`src/rtl/seg7_pkg.sv`:
```
// Shared constants for the 7-segment scan decoder: active-low segment
// patterns (bit0=a .. bit6=g), special BCD codes and the capture FSM states.
package seg7_pkg;

  localparam logic [6:0] SEG_0     = 7'b1000000;
  localparam logic [6:0] SEG_1     = 7'b1111001;
  localparam logic [6:0] SEG_2     = 7'b0100100;
  localparam logic [6:0] SEG_3     = 7'b0110000;
  localparam logic [6:0] SEG_4     = 7'b0011001;
  localparam logic [6:0] SEG_5     = 7'b0010010;
  localparam logic [6:0] SEG_6     = 7'b0000010;
  localparam logic [6:0] SEG_7     = 7'b1111000;
  localparam logic [6:0] SEG_8     = 7'b0000000;
  localparam logic [6:0] SEG_9     = 7'b0011000;
  localparam logic [6:0] SEG_BLANK = 7'b1111111;

  localparam logic [3:0] BCD_BLANK = 4'hF;
  localparam logic [3:0] BCD_ERR   = 4'hE;

  typedef enum logic [1:0] {
    IDLE  = 2'd0,
    TRACK = 2'd1,
    HELD  = 2'd2
  } state_t;

endpackage

```
`src/rtl/seg7_pattern_to_bcd.sv`:
```
// Reverse lookup of one active-low segment pattern into a BCD code,
// flagging blank (all segments off) and illegal patterns.
module seg7_pattern_to_bcd
  import seg7_pkg::*;
(
  input  logic [6:0] seg_n,
  output logic [3:0] code,
  output logic       blank,
  output logic       err
);

  // Pattern to code table; anything unlisted is an error
  always_comb begin
    code  = BCD_ERR;
    blank = 1'b0;
    err   = 1'b0;
    case (seg_n)
      SEG_0:     code = 4'd0;
      SEG_1:     code = 4'd1;
      SEG_2:     code = 4'd2;
      SEG_3:     code = 4'd3;
      SEG_4:     code = 4'd4;
      SEG_5:     code = 4'd5;
      SEG_6:     code = 4'd6;
      SEG_7:     code = 4'd7;
      SEG_8:     code = 4'd8;
      SEG_9:     code = 4'd9;
      SEG_BLANK: begin
        code  = BCD_BLANK;
        blank = 1'b1;
      end
      default: begin
        code = BCD_ERR;
        err  = 1'b1;
      end
    endcase
  end

endmodule

```
`src/rtl/seg7_scan_decoder.sv`:
```
// Watches a multiplexed active-low 7-segment bus, de-glitches each digit and
// publishes the decoded multi-digit BCD word once every digit has been seen.
module seg7_scan_decoder
  import seg7_pkg::*;
#(
  parameter int DIGITS        = 4,
  parameter int STABLE_CYCLES = 4
) (
  input  logic                  clk,
  input  logic                  reset,
  input  logic [6:0]            seg_n,
  input  logic [DIGITS-1:0]     an_n,
  output logic [4*DIGITS-1:0]   bcd_out,
  output logic [DIGITS-1:0]     blank,
  output logic [DIGITS-1:0]     digit_err,
  output logic                  frame_valid
);

  localparam int CNT_W = $clog2(STABLE_CYCLES + 1);
  localparam int IDX_W = (DIGITS > 1) ? $clog2(DIGITS) : 1;

  localparam logic [CNT_W-1:0] CNT_ZERO = CNT_W'(0);
  localparam logic [CNT_W-1:0] CNT_ONE  = CNT_W'(1);
  localparam logic [CNT_W-1:0] CNT_MAX  = CNT_W'(STABLE_CYCLES);

  logic [6:0]            seg_s1_r;
  logic [6:0]            seg_s2_r;
  logic [DIGITS-1:0]     an_s1_r;
  logic [DIGITS-1:0]     an_s2_r;

  logic                  strobe_ok_s;
  logic [IDX_W-1:0]      strobe_idx_s;
  logic                  same_s;

  state_t                state_r;
  state_t                state_nxt_s;
  logic [CNT_W-1:0]      cnt_r;
  logic [CNT_W-1:0]      cnt_nxt_s;
  logic [IDX_W-1:0]      idx_r;
  logic [IDX_W-1:0]      idx_nxt_s;
  logic [6:0]            pat_r;
  logic [6:0]            pat_nxt_s;
  logic                  capture_s;

  logic [3:0]            dec_code_s;
  logic                  dec_blank_s;
  logic                  dec_err_s;

  logic [DIGITS-1:0][3:0] stage_code_r;
  logic [DIGITS-1:0][3:0] stage_code_nxt_s;
  logic [DIGITS-1:0]      stage_blank_r;
  logic [DIGITS-1:0]      stage_blank_nxt_s;
  logic [DIGITS-1:0]      stage_err_r;
  logic [DIGITS-1:0]      stage_err_nxt_s;
  logic [DIGITS-1:0]      seen_r;
  logic [DIGITS-1:0]      slot_onehot_s;
  logic                   commit_s;

  // Two-flop synchronizer; resets to the idle (all ones) bus
  always_ff @(posedge clk) begin
    if (reset) begin
      seg_s1_r <= {7{1'b1}};
      seg_s2_r <= {7{1'b1}};
      an_s1_r  <= {DIGITS{1'b1}};
      an_s2_r  <= {DIGITS{1'b1}};
    end else begin
      seg_s1_r <= seg_n;
      seg_s2_r <= seg_s1_r;
      an_s1_r  <= an_n;
      an_s2_r  <= an_s1_r;
    end
  end

  // Strobe qualification: exactly one anode low selects a digit
  always_comb begin
    strobe_ok_s  = ($countones(~an_s2_r) == 32'd1);
    strobe_idx_s = {IDX_W{1'b0}};
    for (int i = 0; i < DIGITS; i++) begin
      strobe_idx_s = strobe_idx_s | (an_s2_r[i] ? {IDX_W{1'b0}} : IDX_W'(i));
    end
  end

  assign same_s = strobe_ok_s && (strobe_idx_s == idx_r) && (seg_s2_r == pat_r);

  // Stability tracking; capture fires on the cycle the count reaches the limit
  always_comb begin
    state_nxt_s = state_r;
    cnt_nxt_s   = cnt_r;
    idx_nxt_s   = idx_r;
    pat_nxt_s   = pat_r;
    capture_s   = 1'b0;
    case (state_r)
      IDLE: begin
        if (strobe_ok_s) begin
          state_nxt_s = TRACK;
          cnt_nxt_s   = CNT_ONE;
          idx_nxt_s   = strobe_idx_s;
          pat_nxt_s   = seg_s2_r;
        end else begin
          state_nxt_s = IDLE;
          cnt_nxt_s   = CNT_ZERO;
        end
      end
      TRACK, HELD: begin
        if (same_s) begin
          state_nxt_s = state_r;
          cnt_nxt_s   = (cnt_r == CNT_MAX) ? cnt_r : cnt_r + CNT_ONE;
        end else if (strobe_ok_s) begin
          state_nxt_s = TRACK;
          cnt_nxt_s   = CNT_ONE;
          idx_nxt_s   = strobe_idx_s;
          pat_nxt_s   = seg_s2_r;
        end else begin
          state_nxt_s = IDLE;
          cnt_nxt_s   = CNT_ZERO;
        end
      end
      default: begin
        state_nxt_s = IDLE;
        cnt_nxt_s   = CNT_ZERO;
      end
    endcase
    // HELD is left only through a change, so a capture happens once per run
    if ((state_nxt_s == TRACK) && (cnt_nxt_s == CNT_MAX)) begin
      state_nxt_s = HELD;
      capture_s   = 1'b1;
    end else begin
      capture_s   = 1'b0;
    end
  end

  seg7_pattern_to_bcd u_decode (
    .seg_n (pat_nxt_s),
    .code  (dec_code_s),
    .blank (dec_blank_s),
    .err   (dec_err_s)
  );

  // Staging view including the slot written this cycle, so commit sees it
  always_comb begin
    stage_code_nxt_s  = stage_code_r;
    stage_blank_nxt_s = stage_blank_r;
    stage_err_nxt_s   = stage_err_r;
    if (capture_s) begin
      stage_code_nxt_s[idx_nxt_s]  = dec_code_s;
      stage_blank_nxt_s[idx_nxt_s] = dec_blank_s;
      stage_err_nxt_s[idx_nxt_s]   = dec_err_s;
    end else begin
      stage_code_nxt_s  = stage_code_r;
      stage_blank_nxt_s = stage_blank_r;
      stage_err_nxt_s   = stage_err_r;
    end
  end

  assign slot_onehot_s = DIGITS'(1'b1) << idx_nxt_s;
  assign commit_s      = capture_s && (&(seen_r | slot_onehot_s));

  // FSM state and latched digit
  always_ff @(posedge clk) begin
    if (reset) begin
      state_r <= IDLE;
      cnt_r   <= CNT_ZERO;
      idx_r   <= {IDX_W{1'b0}};
      pat_r   <= {7{1'b1}};
    end else begin
      state_r <= state_nxt_s;
      cnt_r   <= cnt_nxt_s;
      idx_r   <= idx_nxt_s;
      pat_r   <= pat_nxt_s;
    end
  end

  // Staging slots and per-frame seen mask
  always_ff @(posedge clk) begin
    if (reset) begin
      stage_code_r  <= {(4*DIGITS){1'b0}};
      stage_blank_r <= {DIGITS{1'b0}};
      stage_err_r   <= {DIGITS{1'b0}};
      seen_r        <= {DIGITS{1'b0}};
    end else begin
      stage_code_r  <= stage_code_nxt_s;
      stage_blank_r <= stage_blank_nxt_s;
      stage_err_r   <= stage_err_nxt_s;
      if (commit_s) begin
        seen_r <= {DIGITS{1'b0}};
      end else if (capture_s) begin
        seen_r <= seen_r | slot_onehot_s;
      end else begin
        seen_r <= seen_r;
      end
    end
  end

  // Published frame; changes only on commit
  always_ff @(posedge clk) begin
    if (reset) begin
      bcd_out     <= {(4*DIGITS){1'b0}};
      blank       <= {DIGITS{1'b0}};
      digit_err   <= {DIGITS{1'b0}};
      frame_valid <= 1'b0;
    end else begin
      frame_valid <= commit_s;
      if (commit_s) begin
        bcd_out   <= stage_code_nxt_s;
        blank     <= stage_blank_nxt_s;
        digit_err <= stage_err_nxt_s;
      end else begin
        bcd_out   <= bcd_out;
        blank     <= blank;
        digit_err <= digit_err;
      end
    end
  end

endmodule

```
`config.mk`:
```
export PLATFORM = sky130hd
export DESIGN_NAME = seg7_scan_decoder
export DESIGN_NICKNAME = d
export VERILOG_FILES = /design/src/rtl/seg7_pkg.sv /design/src/rtl/seg7_pattern_to_bcd.sv /design/src/rtl/seg7_scan_decoder.sv
export SDC_FILE = /design/constraint.sdc
export NUM_CORES = 1
export LEC_CHECK = 0
export CAP_MARGIN = 20
export CORE_MARGIN = 5
export CORE_UTILIZATION = 52
export CTS_CLUSTER_DIAMETER = 150
export DETAILED_ROUTE_END_ITERATION = 8
export GPL_ROUTABILITY_DRIVEN = 0
export PLACE_DENSITY = 0.76
export SYNTH_ARGS = -nofsm -noshare
export SYNTH_HDL_FRONTEND = slang
export SYNTH_SLANG_ARGS = --single-unit
```
`constraint.sdc`:
```
create_clock -name clk -period 4.2 [get_ports clk]
set_input_delay 0.84 -clock clk [delete_from_list [all_inputs] [get_ports clk]]
set_output_delay 0.84 -clock clk [all_outputs]
set_load 0.02 [all_outputs]
```
# Yosys cells after proc, flatten, opt, wreduce, memory -nomap -nowiden
# Cells that the tools add are included.
[op_classes] multipliers=0 add_sub_neg=4 n_shift=1 reduce_logical=12 div_mod_pow=0 n_bitwise=4 muxes=31 n_lt_le_gt_ge=2 n_eq_ne=18
[ops] cell="4-bit case mux with 11 select lines" n=1
[ops] cell="7-bit equality test (second input constant)" n=4
[ops] cell="7-bit by 5-bit equality test with 1-bit output (second input constant)" n=3
[ops] cell="16-bit bitwise mux" n=1
[ops] cell="16-bit 2-to-1 mux" n=1
[ops] cell="7-bit by 6-bit equality test with 1-bit output (second input constant)" n=2
[ops] cell="7-bit 2-to-1 mux" n=2
[ops] cell="7-bit case mux with 2 select lines" n=1
[ops] cell="2-bit 2-to-1 mux" n=6
[ops] cell="4-bit 2-to-1 mux" n=3
[ops] cell="11-bit OR reduction" n=1
[ops] cell="4-bit bitwise mux" n=2
[ops] cell="4-bit demux with 2-bit select" n=1
[ops] cell="2-bit case mux with 2 select lines" n=2
[ops] cell="7-bit by 2-bit equality test with 1-bit output (second input constant)" n=1
[ops] cell="7-bit equality test" n=1
[ops] cell="7-bit zero test" n=1
[ops] cell="1-bit 2-to-1 mux" n=7
[ops] cell="3-bit equality test (second input constant)" n=2
[ops] cell="3-bit 2-to-1 mux" n=2
[ops] cell="3-bit case mux with 2 select lines" n=1
[ops] cell="2-bit OR reduction" n=3
[ops] cell="1-bit logical AND" n=5
[ops] cell="1-bit by 1-bit adder with 2-bit output" n=2
[ops] cell="other kinds (16)" n=17
[totals] rom_bits=0 inputBits=13 register_bits=89 word_cells=92 memories=0 latch_bits=0 ram_bits=0

# Logic depth before layout (Yosys ltp)
# Gate-level depths: netlist of run 1.
[depth] depth_word=14 depth_mapped=17

# Hierarchy
# Synthesis of run 1 repeated with hierarchy kept, for this count alone.
[hier_totals] hier_cells=445 area_unflattened_um2=4404.2
[by_module_without_submodules] mod="seg7_scan_decoder" seq_area_each_um2=1781.7 area_each_um2=4040.1 n_inst=1 cells_per_inst=394
[by_module_without_submodules] mod="seg7_pattern_to_bcd" seq_area_each_um2=0.0 area_each_um2=364.1 n_inst=1 cells_per_inst=51

# Worst setup path after synthesis of run 1
# OpenSTA, ideal clock, no wires.
[synth_timing] path_type="register -> register" from="register an_s2_r[3]" to="register bcd_out[7]" n_path_buf=2 t_arrival_ns=4.002 path_slack_ns=0.096 setup_ns=0.101 stages_incl_launch_ff=17 period_less_slack_ns=4.104 path_cell_list="dfxtp_1 fa_1 inv_1 ha_1 ha_1 nor3b_4 and4_4 nand3_2 buf_6 mux2_4 a222oi_1 buf_4 mux2i_1 o2bb2ai_1 nor2_1 nor3_4 o41ai_1"
[synth_via] elab_chain_len=14 word_cells_on_any_way=48 classes_between="add/sub (2); order compare (2); eq/ne (14); shift (1); mux (19); bitwise (3); reduce/logical (7)"
[synth_rtl] item="start, declared" line_no="seg7_scan_decoder.sv:29" text="logic [DIGITS-1:0] an_s2_r;"
[synth_rtl] item="start signal, assigned" line_no="seg7_scan_decoder.sv:65" text="an_s2_r <= {DIGITS{1'b1}};"
[synth_rtl] item="start signal, assigned" line_no="seg7_scan_decoder.sv:70" text="an_s2_r <= an_s1_r;"
[synth_rtl] item="4-bit inverter" line_no="seg7_scan_decoder.sv:76" text="strobe_ok_s = ($countones(~an_s2_r) == 32'd1);"
[synth_rtl] item="1-bit by 1-bit adder with 2-bit output (implied by the code)" line_no="seg7_scan_decoder.sv:76"
[synth_rtl] item="2-bit by 2-bit adder with 3-bit output (implied by the code)" line_no="seg7_scan_decoder.sv:76"
[synth_rtl] item="3-bit by 1-bit equality test with 1-bit output" line_no="seg7_scan_decoder.sv:76"
[synth_rtl] item="1-bit logical AND (2 in a row)" line_no="seg7_scan_decoder.sv:83" text="assign same_s = strobe_ok_s && (strobe_idx_s == idx_r) && (seg_s2_r == pat_r);"
[synth_rtl] item="2-bit 2-to-1 mux" line_no="seg7_scan_decoder.sv:105" text="if (same_s) begin"
[synth_rtl] item="2-bit case mux with 2 select lines" line_no="seg7_scan_decoder.sv:92" text="case (state_r)"
[synth_rtl] item="2-bit by 3-bit < comparator with 1-bit output (implied by the code) / 2-bit by 1-bit greater-or-equal comparator with 1-bit output (equally long branches)" line_no="seg7_scan_decoder.sv:145" text="stage_code_nxt_s[idx_nxt_s] = dec_code_s;"
[synth_rtl] item="1-bit logical AND (implied by the code)" line_no="seg7_scan_decoder.sv:145"
[synth_rtl] item="4-bit 2-to-1 mux (implied by the code)" line_no="seg7_scan_decoder.sv:145"
[synth_rtl] item="4-bit demux with 2-bit select" line_no="seg7_scan_decoder.sv:145"
[synth_rtl] item="16-bit bitwise mux" line_no="seg7_scan_decoder.sv:145"
[synth_rtl] item="16-bit 2-to-1 mux" line_no="seg7_scan_decoder.sv:144" text="if (capture_s) begin"
[synth_rtl] item="end signal, assigned" line_no="seg7_scan_decoder.sv:197" text="bcd_out <= {(4*DIGITS){1'b0}};"
[synth_rtl] item="end signal, assigned" line_no="seg7_scan_decoder.sv:204" text="bcd_out <= stage_code_nxt_s;"
[synth_rtl] item="end signal, assigned" line_no="seg7_scan_decoder.sv:208" text="bcd_out <= bcd_out;"
[synth_rtl] item="end, declared" line_no="seg7_scan_decoder.sv:13" text="output logic [4*DIGITS-1:0] bcd_out,"
# Parallel ways exist; a longest one is shown, timed or not.
# A chain may end at the register's enable or synchronous reset.

# Worst setup path in the final report of run 1
[layout_timing] from="register an_s2_r[0]" to="register bcd_out[0]"
[layout_via] elab_chain_len=14 word_cells_on_any_way=45 classes_between="add/sub (2); order compare (2); eq/ne (13); shift (1); mux (18); bitwise (2); reduce/logical (7)"
[layout_rtl] item="4-bit inverter (*)" line_no="seg7_scan_decoder.sv:76"
[layout_rtl] item="1-bit by 1-bit adder with 2-bit output (implied by the code) (*)" line_no="seg7_scan_decoder.sv:76"
[layout_rtl] item="2-bit by 2-bit adder with 3-bit output (implied by the code) (*)" line_no="seg7_scan_decoder.sv:76"
[layout_rtl] item="3-bit by 1-bit equality test with 1-bit output (*)" line_no="seg7_scan_decoder.sv:76"
[layout_rtl] item="1-bit logical AND (2 in a row)" line_no="seg7_scan_decoder.sv:83"
[layout_rtl] item="2-bit 2-to-1 mux" line_no="seg7_scan_decoder.sv:105"
[layout_rtl] item="2-bit case mux with 2 select lines" line_no="seg7_scan_decoder.sv:92"
[layout_rtl] item="2-bit by 3-bit < comparator with 1-bit output (implied by the code) / 2-bit by 1-bit greater-or-equal comparator with 1-bit output (equally long branches)" line_no="seg7_scan_decoder.sv:145"
[layout_rtl] item="1-bit logical AND (implied by the code)" line_no="seg7_scan_decoder.sv:145"
[layout_rtl] item="4-bit 2-to-1 mux (implied by the code)" line_no="seg7_scan_decoder.sv:145"
[layout_rtl] item="4-bit demux with 2-bit select" line_no="seg7_scan_decoder.sv:145"
[layout_rtl] item="16-bit bitwise mux" line_no="seg7_scan_decoder.sv:145"
[layout_rtl] item="16-bit 2-to-1 mux" line_no="seg7_scan_decoder.sv:144"
# Every way passes the cells marked *; elsewhere a longest branch is shown, timed or not.

==> out/qor.csv, run 1 <==
metric,value,unit
Vias/cell,6.00,
Worst R2R Setup Slack,140,ps
Die Wd,101,um
Power Total,2.12,mW
total number of vias,3837,
period utilization,96.7,%
synthesized instance count,460,
sequential element share of the synthesized area,41.7,%
DP Worst Slack,-132,ps
Post-Route WL,10.8,mm
Post-Route Setup TNS,0,ps
CP Max Fanout,6,
syn nets,480,
# setup viols final,0,
Slew Limit Fails,0,
startpoint types,flip-flop,
crit path capture type,flip-flop,
H-Tree Depth,3,
"Arr. time, crit path",4320,ps
Lkg Pwr,2.10,nW
FMAX,246,MHz
Root Driver,clkbuf_8,
Slew @ Worst Pin,913,ps
Cell Pwr Density,394,mW/mm^2
Netlist cell types,71,
Total Nets Final,550,
TritonCTS Buffers,9,
Core ar.,0.00809,mm^2
Die ar.,0.0101,mm^2
Worst Hold Path EP,an_s2_r[2],
cell area after layout,0.00539,mm^2
diode count,0,
HP Start,an_s1_r[2],
Port Buf Inserts,37,
max cap viols,0,
Ports,38,
Initial Util,52.8,%
final instance count without filler cells,640,
Yosys reg bits,89,
CTS tree,yes,
"Warnings, synthesis",0,
Post-synth ARST share,0,%
Avg WL per Cell,16.9,um
pin count of the biggest net entering global routing,51,
number of synthesized flops with an enable pin,0,
initial antenna violation count,0,
DRC viols,0,
Num Clock Sinks,89,
Final Util,66.6,%
Die Y,101,um
first-pass iteration count of the detailed router,6,
outcome,"finished, final reports clean",
post-place instance area,0.00491,mm^2
first-pass GRT wire length,17.1,mm
"CTS clk-pin slew, worst paths",90,ps
top_reg_cell synth,dfxtp_1,
clock buffer depth,2,
Final Hold Vio Count,0,
Slew headroom,39.0,%
final worst slack,138,ps
Core Rows,33,
Reg-to-Reg Start,an_s2_r[0],
Tmin final,4060,ps
RR Endpoint,bcd_out[0],
Mean Syn Cell Area,9.28,um^2
Hold/Removal Path Class,flip-flop to flip-flop,
worst hold slack,413,ps
Crit path required time,4450,ps
Worst VDD drop,0.257,mV
vias in the first global route,3508,
DR iter-0 viols,296,
R2R cell count,18,
post-synthesis cell area,0.00427,mm^2
Layout area overhead,26.3,%
Global Route Usage Sum,20.9,%
antenna-violating nets left,0,
total congestion overflow,0,
Max Clock Skew,12.2,ps
hold depth,1,
clk_lat worst skew,360,ps
HPWL Detailed,7.23,mm
Setup CP Type,flip-flop to flip-flop,
layout cell share with drive strength beyond 1,25.2,%
placed cell count,609,
-- how the worst max path moves through the flow --
stage / from / to / slack [ps] / cells after the start
after CTS: an_s2_r[0] / bcd_out[7] / 6 / 16
after global routing: an_s2_r[0] / bcd_out[3] / -20 / 17
final: an_s2_r[0] / bcd_out[0] / 140 / 18
after floorplan: an_s2_r[3] / bcd_out[7] / 100 / 16
after detailed placement: an_s2_r[0] / digit_err[1] / -130 / 16
after global placement: an_s2_r[0] / stage_code_r[15] / -30 / 14
-- cells by family (layout without fill, tap and decap cells) --
family          count (synthesis)  after routing  synth area share (%)
simple gates                  192            192                  25.9
compound gates                115            115                  21.5
flops                          89             89                  41.7
buf+inv                        34            109                  3.43
mux                            12             12                  2.99
xor+xnor                       11             11                  2.26
fa+ha+maj                       7              7                  2.23
-- cell type report --
cell class | count | area [um^2]
Clock inverter | 6 | 76.3
Fill cell | 667 | 2700
Multi-Input combinational cell | 337 | 2500
Sequential cell | 89 | 1780
Inverter | 9 | 33.8
Timing Repair Buffer | 84 | 741
Tap cell | 105 | 131
Clock buffer | 10 | 128
-- report_power, final --
part | internal (mW) | leakage, nW | switching, mW | total (mW)
registers | 0.868 | 0.724 | 0.0250 | 0.893
clock network | 0.284 | 0.0965 | 0.318 | 0.602
logic | 0.286 | 1.28 | 0.343 | 0.628
total | 1.44 | 2.10 | 0.685 | 2.12
-- timing repair --
item | 4_1_cts | 5_1_grt
buffers inserted | 2 | 13
endpoints found under the setup margin | 27 | 49
resized for setup | 7 | 22
pin swaps | 2 | 10
hold buffers | 0 | 0
cloned | 1 | 0
endpoints found under the hold margin | 0 | 0
-- per-layer routing --
metal | GRT usage (%) | vias to the layer above | routed length [um]
li1 | - | 1842 | -
met1 | 28.4 | 1834 | 4690
met2 | 32.9 | 134 | 5190
met3 | 3.74 | 27 | 655
met4 | 8.50 | 0 | 293
met5 | 0 | - | 0
-- cells in the mapped netlist (3+ instances only) --
cell type	count	share of area (%)
or4_1	4	0.70
o2bb2ai_1	3	0.62
buf_2	3	0.35
a311oi_2	4	1.4
xnor2_1	7	1.4
nor2_1	42	3.7
and3_1	14	2.1
a21o_1	8	1.4
nand3_1	14	1.6
inv_1	9	0.79
a211oi_2	4	1.2
a22o_1	7	1.4
nand2b_1	5	0.73
nand4_1	7	1.0
mux2i_1	9	2.1
a222oi_1	3	0.70
and2_1	9	1.3
dfxtp_1	89	42
nand3b_1	3	0.53
or3_1	3	0.44
a211oi_1	11	1.9
o41ai_2	3	1.1
nor3b_1	4	0.70
o21ai_1	4	0.47
a21oi_1	22	2.6
o21ai_0	9	1.1
nor2b_1	5	0.73
o41ai_1	7	1.4
nor4_1	4	0.59
xor2_1	4	0.82
ha_1	6	1.8
nand2_1	33	2.9
clkbuf_1	18	1.6
or2_2	24	3.5
o21a_1	5	0.88
a41oi_1	8	1.6
nor3_1	4	0.47
-- layout by cell type (no fill, tap or decap), drive strengths merged, types with 4 or more instances in the layout --
cell type / instances
a211oi: 15
a21o: 8
a21oi: 24
a22o: 7
a311oi: 6
a41oi: 8
and2: 9
and3: 14
buf: 48
clkbuf: 10
clkdlybuf4s50: 36
dfxtp: 89
ha: 6
inv: 11
mux2i: 9
nand2: 33
nand2b: 5
nand3: 15
nand4: 7
nor2: 44
nor2b: 5
nor3: 6
nor3b: 5
nor4: 6
o21a: 5
o21ai: 13
o41ai: 10
or2: 24
or4: 4
xnor2: 7
xor2: 4
-- critical path: stages, from the launching register on --
cell and delay (ps):
dfxtp_1 320, fa_1 530, inv_1 40, ha_1 200
ha_4 240, nor3b_4 210, and4_4 280, nand3_4 140
mux2_4 340, a222oi_1 240, buf_4 180, buf_4 140
or3_4 150, nor4b_4 50, buf_4 140, a311oi_1 260
buf_4 200, a21oi_1 90, a22o_1 220
-- sequential cells by signal, summed over array words and instances (netlist names) --
name	flops
bcd_out	16
stage_code_r	16
pat_r	7
seg_s1_r	7
seg_s2_r	7
an_s1_r	4
an_s2_r	4
blank	4
digit_err	4
seen_r	4
stage_blank_r	4
stage_err_r	4
cnt_r	3
idx_r	2
state_r	2
frame_valid	1
(Power assumes the default switching activity.)
==> run 2, diff against run 1 <==
==> constraint.sdc (replaced) <==
create_clock -name clk -period 4.2 [get_ports clk]
set_input_delay 0.84 -clock clk [delete_from_list [all_inputs] [get_ports clk]]
set_output_delay 0.84 -clock clk [all_outputs]
set_load 0.01 [all_outputs]
==> results of run 2 <==
Same layout as run 1: the final DEF is identical, and so are final timing and power.
